File: src/rtl/vga_timing_gen.sv
// vga_timing_gen -- 640x480@60 Hz VGA timing generator on the 50 MHz board clock.
//
// A registered toggle divides clock_50M by two. The pixel counters advance on
// every second clock_50M edge, when pix_en is high. All sync/enable outputs
// are decoded combinationally from the counter registers, so they line up
// with sx/sy at zero latency.
//
// Ports:
//   clock_50M    in   system clock, all logic on its rising edge
//   reset_n      in   asynchronous active-low reset
//   clock_25M    out  divided clock for the VGA DAC (registered toggle)
//   pix_en       out  high on the clock_50M edge where the counters advance
//   sx           out  horizontal counter, 0 .. line total - 1
//   sy           out  vertical counter, 0 .. frame total - 1
//   hsync        out  horizontal sync, active level SYNC_POL
//   vsync        out  vertical sync, active level SYNC_POL
//   de           out  display enable, high inside the visible area
//   frame        out  high at (0, V_ACTIVE), start of vertical blanking
//   frame_count  out  16-bit wrapping frame counter, present only when the
//                     VGA_FRAME_CNT_EN macro is defined
module vga_timing_gen #(
  parameter int unsigned H_ACTIVE = 640,
  parameter int unsigned H_FP     = 16,
  parameter int unsigned H_SYNC   = 96,
  parameter int unsigned H_BP     = 48,
  parameter int unsigned V_ACTIVE = 480,
  parameter int unsigned V_FP     = 10,
  parameter int unsigned V_SYNC   = 2,
  parameter int unsigned V_BP     = 33,
  parameter bit          SYNC_POL = 1'b0
) (
  input  logic       clock_50M,
  input  logic       reset_n,
  output logic       clock_25M,
  output logic       pix_en,
  output logic [9:0] sx,
  output logic [9:0] sy,
  output logic       hsync,
  output logic       vsync,
  output logic       de,
  output logic       frame
`ifdef VGA_FRAME_CNT_EN
  ,
  output logic [15:0] frame_count
`endif
);

  localparam int unsigned H_TOTAL = H_ACTIVE + H_FP + H_SYNC + H_BP;
  localparam int unsigned V_TOTAL = V_ACTIVE + V_FP + V_SYNC + V_BP;

  localparam logic [9:0] H_LAST   = 10'(H_TOTAL - 1);
  localparam logic [9:0] V_LAST   = 10'(V_TOTAL - 1);
  localparam logic [9:0] H_ACT    = 10'(H_ACTIVE);
  localparam logic [9:0] V_ACT    = 10'(V_ACTIVE);
  localparam logic [9:0] HS_FIRST = 10'(H_ACTIVE + H_FP);
  localparam logic [9:0] HS_LAST  = 10'(H_ACTIVE + H_FP + H_SYNC - 1);
  localparam logic [9:0] VS_FIRST = 10'(V_ACTIVE + V_FP);
  localparam logic [9:0] VS_LAST  = 10'(V_ACTIVE + V_FP + V_SYNC - 1);

  logic line_end;
  logic frame_end;

  always_ff @(posedge clock_50M or negedge reset_n) begin
    if (!reset_n) begin
      clock_25M <= 1'b0;
    end else begin
      clock_25M <= ~clock_25M;
    end
  end

  // Counters move on the edge where clock_25M is currently high, which is
  // also the edge that drives clock_25M low again.
  always_comb begin
    pix_en    = clock_25M;
    line_end  = (sx == H_LAST);
    frame_end = line_end && (sy == V_LAST);
  end

  always_ff @(posedge clock_50M or negedge reset_n) begin
    if (!reset_n) begin
      sx <= '0;
      sy <= '0;
    end else if (pix_en) begin
      if (line_end) begin
        sx <= '0;
        sy <= (sy == V_LAST) ? '0 : sy + 10'd1;
      end else begin
        sx <= sx + 10'd1;
      end
    end
  end

  always_comb begin
    hsync = ((sx >= HS_FIRST) && (sx <= HS_LAST)) ? SYNC_POL : ~SYNC_POL;
    vsync = ((sy >= VS_FIRST) && (sy <= VS_LAST)) ? SYNC_POL : ~SYNC_POL;
    de    = (sx < H_ACT) && (sy < V_ACT);
    frame = (sy == V_ACT) && (sx == '0);
  end

`ifdef VGA_FRAME_CNT_EN
  always_ff @(posedge clock_50M or negedge reset_n) begin
    if (!reset_n) begin
      frame_count <= '0;
    end else if (pix_en && frame_end) begin
      frame_count <= frame_count + 16'd1;
    end
  end
`endif

endmodule

File: config.mk
export PLATFORM = sky130hd
export DESIGN_NAME = vga_timing_gen
export DESIGN_NICKNAME = d
export VERILOG_FILES = /design/src/rtl/vga_timing_gen.sv
export SDC_FILE = /design/constraint.sdc
export NUM_CORES = 1
export LEC_CHECK = 0
export ABC_AREA = 1
export CAP_MARGIN = 25
export CORE_AREA = 3 3 62 64
export CTS_CLUSTER_SIZE = 8
export DETAILED_ROUTE_END_ITERATION = 8
export DIE_AREA = 0 0 65 67
export HOLD_SLACK_MARGIN = 0.1
export PLACE_DENSITY = 0.65
export SYNTH_ARGS = -nofsm -noshare
export SYNTH_HDL_FRONTEND = slang
export SYNTH_SLANG_ARGS = --single-unit
File: constraint.sdc
create_clock -name clock_50M -period 1.4 [get_ports clock_50M]
set_input_delay 0.28 -clock clock_50M [delete_from_list [all_inputs] [get_ports clock_50M]]
set_output_delay 0.28 -clock clock_50M [all_outputs]
set_load 0.02 [all_outputs]
==> metrics.yaml, run 1 <==
cts_tree: "yes"
crit_arrival_ns: 1.49
seq_area_um2: 537
maxSlewViolCount: 0
final_antenna_net_count: 0
die_area_um2: 4360
synth-edff-count: 0
drive_above_1_share: 0.630
cp_max_fo: 2
die_h_um: 67
grt_pass1_vias: 1606
synth.avg_cell_area_um2: 7.53
worstSetupPathType: "reg2out"
max_stage_delay_ns: 0.42
io_pins: 28
path_buf_inv: 3
die_w_um: 65
fmax_ghz: 0.565
vias: 1600
rsz0062_at_grt: "true"
grt_util_all_layers: 0.210
rows: 21
num-nets-final: 284
syn_nets: 183
antenna_found_initial: 0
num-fill-cells: 237
p_leak_nw: 1.19
slew_headroom: 0.803
routed_wl_mm: 4.69
syn_to_final_growth_pct: 86.7
cts_sinks: 21
synth_area_um2: 1330
start_kind: "register"
htreeDepth: 1
min_period_ns: 1.77
finalSetupViolCount: 22
ys_types: 26
hold_path_class: "in2async"
initialDrtViolationCount: 98
first_pass_iters: 4
layout.cells.non_filler: 322
cpMaxStageDelayCell: "dfrtp_1"
grt_max_degree: 22
critPathMostFrequentCell: "buf_4"
synth_seq_cells: 21
synthArstFlopShare: 1.00
crit_path_end_kind: "primary output"
final_common_cell: "buf_4"
gp_congestion: 0.920
finalCritPeriodShare: 1.26
dp_cells: 292
status: "finished with violations"
wl_per_cell_um: 14.6
vias_per_cell: 4.97
finClkSkew_ns: 0.00794
final_cell_mix: "60 x buf_4, 22 x buf_6, 21 x nand2_1"
cp.required_ns: 1.12
violations: "negative setup slack"
insertion_delay_ns: 0.32
diodes: 0
drcViolationCount: 0
yosysWarnings: 0
critical-path-top-delay-family: "flip-flops"
utilization: 0.741
grt-ovfl-total: 0
clockBufferDepth: 2
reg2reg_depth: 10
synth_ff_type: "dfrtp_1"
path_depth: 5
clk_pin_slew_ns: 0.13
finalPower_w: 0.000940
root_buffer: "clkbuf_4"
timing.final.ws_setup_ns: -0.371
io_buffers: 27
cts.hold.buffers_added: 0
hpwlAfterDp_mm: 2.89
multi_input_area_um2: 926
initial_utilization: 0.397
hold_violations: 0
maxCapViolCount: 0
ir_drop_mv: 0.274
path_cells: "buf_4 -> inv_2 -> nand3_2 -> nor4_4 -> buf_4"
syn_inst: 176
tightest_slew_ns: 0.296
grt_pass1_wl_mm: 7.09
cts_buffers: 3
power_density_nw_per_um2: 380
seq_area_frac_synth: 0.397
core_um2: 3340
## flip-flops by register name, indices dropped and copies added (netlist names)
signal and cells:
sx 10, clock_25M 1, sy 10
## final timing paths
path / start / slack, ns / endpoint
worst max-delay path: sy[4]$_DFFE_PN0P_ / -0.37 / frame
worst min-delay path: reset_n / 0.29 / sy[1]$_DFFE_PN0P_
worst max register to register: sy[0]$_DFFE_PN0P_ / -0.17 / sy[0]$_DFFE_PN0P_
worst min register to register: sx[2]$_DFFE_PN0P_ / 0.61 / sx[2]$_DFFE_PN0P_
max in group asynchronous: reset_n / 0.85 / clock_25M$_DFF_PN0_
min in group clock_50M: sx[2]$_DFFE_PN0P_ / 0.61 / sx[2]$_DFFE_PN0P_
## stage by stage
stage               setup TNS [ns]  worst slack [ns]  cell area, µm²  hold slack, ns
finish                       -3.14            -0.371            2470           0.289
CTS                          -1.63            -0.446            2160           0.296
global placement             -2.46            -0.510            2020           0.554
detailed placement           -2.75            -0.551            2020           0.570
floorplan                   -0.147           -0.0740            1370         -0.0156
global route                 -5.39            -0.481            2470           0.286
## timing repair
action,4_1_cts,5_1_grt
pin swaps,13,23
buffers inserted,15,16
setup endpoints to repair,44,26
gates resized for setup,143,69
## where the power goes
| group | leakage [nW] | internal, W | switching [W] | total [W] |
|---|---|---|---|---|
| sequential | 0.265 | 0.000606 | 0 | 0.000606 |
| clock | 0.0177 | 0.000107 | 0.000209 | 0.000316 |
| combinational | 0.906 | 0.00000427 | 0.0000127 | 0.0000169 |
| total | 1.19 | 0.000718 | 0.000222 | 0.000940 |
## kinds of logic after synthesis
| group | share of synthesized area |
|---|---|
| xor gates and xnor gates | 0.0198 |
| DFF | 0.397 |
| and+or+nand+nor | 0.358 |
| adders and majority gates | 0.0472 |
| buffers and inverters | 0.101 |
| AOI/OAI and AO/OA | 0.0774 |
## cell usage after synthesis, drive strengths merged (2+ instances only)
library cell / number / share of area
xor2: 2 / 0.013
inv: 29 / 0.084
nand4: 9 / 0.042
nor3: 5 / 0.019
nand3b: 2 / 0.011
o21ai: 14 / 0.061
nand2: 34 / 0.098
buf: 3 / 0.017
nor2: 29 / 0.10
dfrtp: 21 / 0.40
ha: 5 / 0.047
nand3: 17 / 0.074
nor4: 2 / 0.0094
## area by class of cell
type,count,share of cell area
Multi-Input combinational cell,123,0.374
Sequential cell,21,0.217
Timing Repair Buffer,99,0.326
Clock buffer,3,0.00910
Inverter,29,0.0481
Tap cell,46,0.0233
Clock inverter,1,0.00202
## layer usage
layer,track usage,vias to the layer above,part of all wire
li1,-,777,-
met1,0.241,765,0.39
met2,0.381,43,0.54
met3,0.0320,15,0.036
met4,0.0950,0,0.027
met5,0,-,0
Power figures use the tool's default switching activity.
==> inputs of run 2 (changes only) <==
Settings changed: CORE_AREA 3 3 62 64 to 3 3 56 58, DIE_AREA 0 0 65 67 to 0 0 59 61, PLACE_DENSITY 0.65 to 0.78.
==> metrics.yaml, run 2 (same netlist as run 1, synthesis figures left out) <==
initialDrtViolationCount: 106  # +8.2%
clockBufferDepth: 2  # unchanged
swShare: 0.218  # -0.0185
die_area_um2: 3600  # -17%
ir_drop_mv: 0.656  # +140%
root_buffer: "clkbuf_4"
layout.cells.non_filler: 290  # -9.9%
final_common_cell: "buf_4"
htreeDepth: 1  # unchanged
routed_wl_mm: 4.68  # -0.26%
cp_max_fo: 2  # unchanged
die_w_um: 59  # -9.2%
timing.final.ws_setup_ns: -0.422  # -0.0513 ns
antenna_found_initial: 0  # unchanged
pre_cts_ws_ns: -0.527  # +0.0239 ns
grt_pass1_vias: 1517  # -5.5%
crit_path_end_kind: "primary output"
power_density_nw_per_um2: 416  # +9.5%
slew_headroom: 0.802  # -0.00112
io_buffers: 27  # unchanged
dp_cells: 275  # -5.8%
worstSetupPathType: "reg2out"
tightest_slew_ns: 0.297  # +0.00168 ns
final_antenna_net_count: 0  # unchanged
syn_to_final_growth_pct: 67.4
timing.hold.ws_ns: 0.314  # +0.0252 ns
fmax_ghz: 0.549  # -2.8%
rsz0062_at_grt: "true"
grt_max_degree: 22  # unchanged
maxCapViolCount: 0  # unchanged
num-nets-final: 267  # -6.0%
cts_sinks: 21  # unchanged
path_cells: "nor2_1 -> nand4_1 -> nor4_4 -> buf_4"
cpMaxStageDelayCell: "dfrtp_1"
grt_pass1_wl_mm: 6.78  # -4.4%
top_regs: "sx: 10 flops, sy: 10 flops, clock_25M: 1 flops"
diodes: 0  # unchanged
insertion_delay_ns: 0.31  # about the same
crit_arrival_ns: 1.54  # +0.05 ns
core_um2: 2710  # -19%
finalSetupViolCount: 19  # -14%
cts.hold.buffers_added: 0  # unchanged
grt-ovfl-total: 0  # unchanged
clk_pin_slew_ns: 0.12  # about the same
hpwlAfterDp_mm: 2.81  # -2.9%
drive_above_1_share: 0.541  # -0.0899
power.share.combinational: 0.019  # about the same
cts_buffers: 3  # unchanged
placed_area_um2: 1980  # -1.7%
status: "finished with violations"
maxSlewViolCount: 0  # unchanged
switchingPower_w: 0.000201  # -9.5%
finalPower_w: 0.000922  # -1.8%
min_period_ns: 1.82  # +0.0513 ns
io_pins: 28  # unchanged
finalCritPeriodShare: 1.30  # +0.0366
cp.required_ns: 1.12  # about the same
vias: 1603  # +0.19%
rows: 19  # -9.5%
drcViolationCount: 0  # unchanged
final_area_um2: 2220  # -10%
p_leak_nw: 1.07  # -9.7%
final_cell_mix: "43 x buf_4, 23 x nand2_1, 20 x nor2_1"
p_int_w: 0.000722  # +0.56%
violations: "negative setup slack"
num-fill-cells: 167  # -30%
power_frac_seq: 0.657  # +0.012
hold_path_class: "in2async"
clock_power_share: 0.324  # -0.013
initial_utilization: 0.489  # +0.0918
cts_tree: "yes"
start_kind: "register"
hold_violations: 0  # unchanged
max_stage_delay_ns: 0.40  # -0.02 ns
wl_per_cell_um: 16.1  # +11%
grt_util_all_layers: 0.251  # +0.0416
first_pass_iters: 5  # +1
die_h_um: 61  # -9.0%
gp_congestion: 0.939  # +2.0%
finClkSkew_ns: 0.00230  # -0.00565 ns
vias_per_cell: 5.53  # +11%
[run 2: cell count changes in the layout (fill, tap and decap cells not counted), sizes merged]
cell	change
clkinv	-1
buf	-19
clkbuf	+1
nor2	+1
dlygate4sd2	-1
clkdlybuf4s15	+2
[run 2: stage by stage]
stage | setup TNS [ns] | utilization
finish | -1.89 | 0.819
detailed placement | -2.66 | 0.731
global placement | -2.27 | 0.731
CTS | -1.51 | 0.783
global route | -3.43 | 0.819
floorplan | -0.147 | -
[run 2: layout make-up]
type | instances | area (µm²) | share of cell area
clock buffer | 4 | 26.3 | 0.0118
inverter | 29 | 114 | 0.0513
multi-input combinational | 124 | 856 | 0.386
sequential | 21 | 537 | 0.242
tap | 31 | 38.8 | 0.0175
timing repair buffer | 81 | 647 | 0.292
[run 2: routing by layer]
layer  global-route usage  wire [µm]
met5                    0          0
met4                0.113        162
met3               0.0255        220
met2                0.470       2540
met1                0.288       1760
[run 2: what timing repair did]
item                                    4_1_cts  5_1_grt
pin swaps                                    13       14
endpoints found under the setup margin       43       33
cloned                                        1        0
setup buffers                                 6        8
gates resized for setup                     135       42
[run 2: critical path, delay by kind of cell, from the launching register on]
family / cells / cell delay (ns)
buf+inv: 1 / 0.18
flops: 1 / 0.40
simple gates: 3 / 0.65
[run 2: power by group through the flow]
| stage | registers [W] | logic, W | clock network, W |
|---|---|---|---|
| finish | 0.000606 | 0.0000171 | 0.000299 |
| global route | 0.000606 | 0.0000188 | 0.000327 |
| CTS | 0.000606 | 0.0000177 | 0.000306 |
| detailed placement | 0.000618 | 0.0000176 | 0 |
| global placement | 0.000618 | 0.0000171 | 0 |
| floorplan | 0.000618 | 0.000000000355 | 0 |
[run 2: final timing paths]
kind	from	to	slack (ns)	cells past startpoint
setup reg to reg	sx[1]$_DFFE_PN0P_	sy[6]$_DFFE_PN0P_	-0.08	8
min in group clock_50M	sx[2]$_DFFE_PN0P_	sx[2]$_DFFE_PN0P_	0.59	4
max in group asynchronous	reset_n	clock_25M$_DFF_PN0_	0.83	2
hold / removal	reset_n	sy[3]$_DFFE_PN0P_	0.31	2
setup / recovery	sx[5]$_DFFE_PN0P_	frame	-0.42	4
hold reg to reg	sx[2]$_DFFE_PN0P_	sx[2]$_DFFE_PN0P_	0.59	4
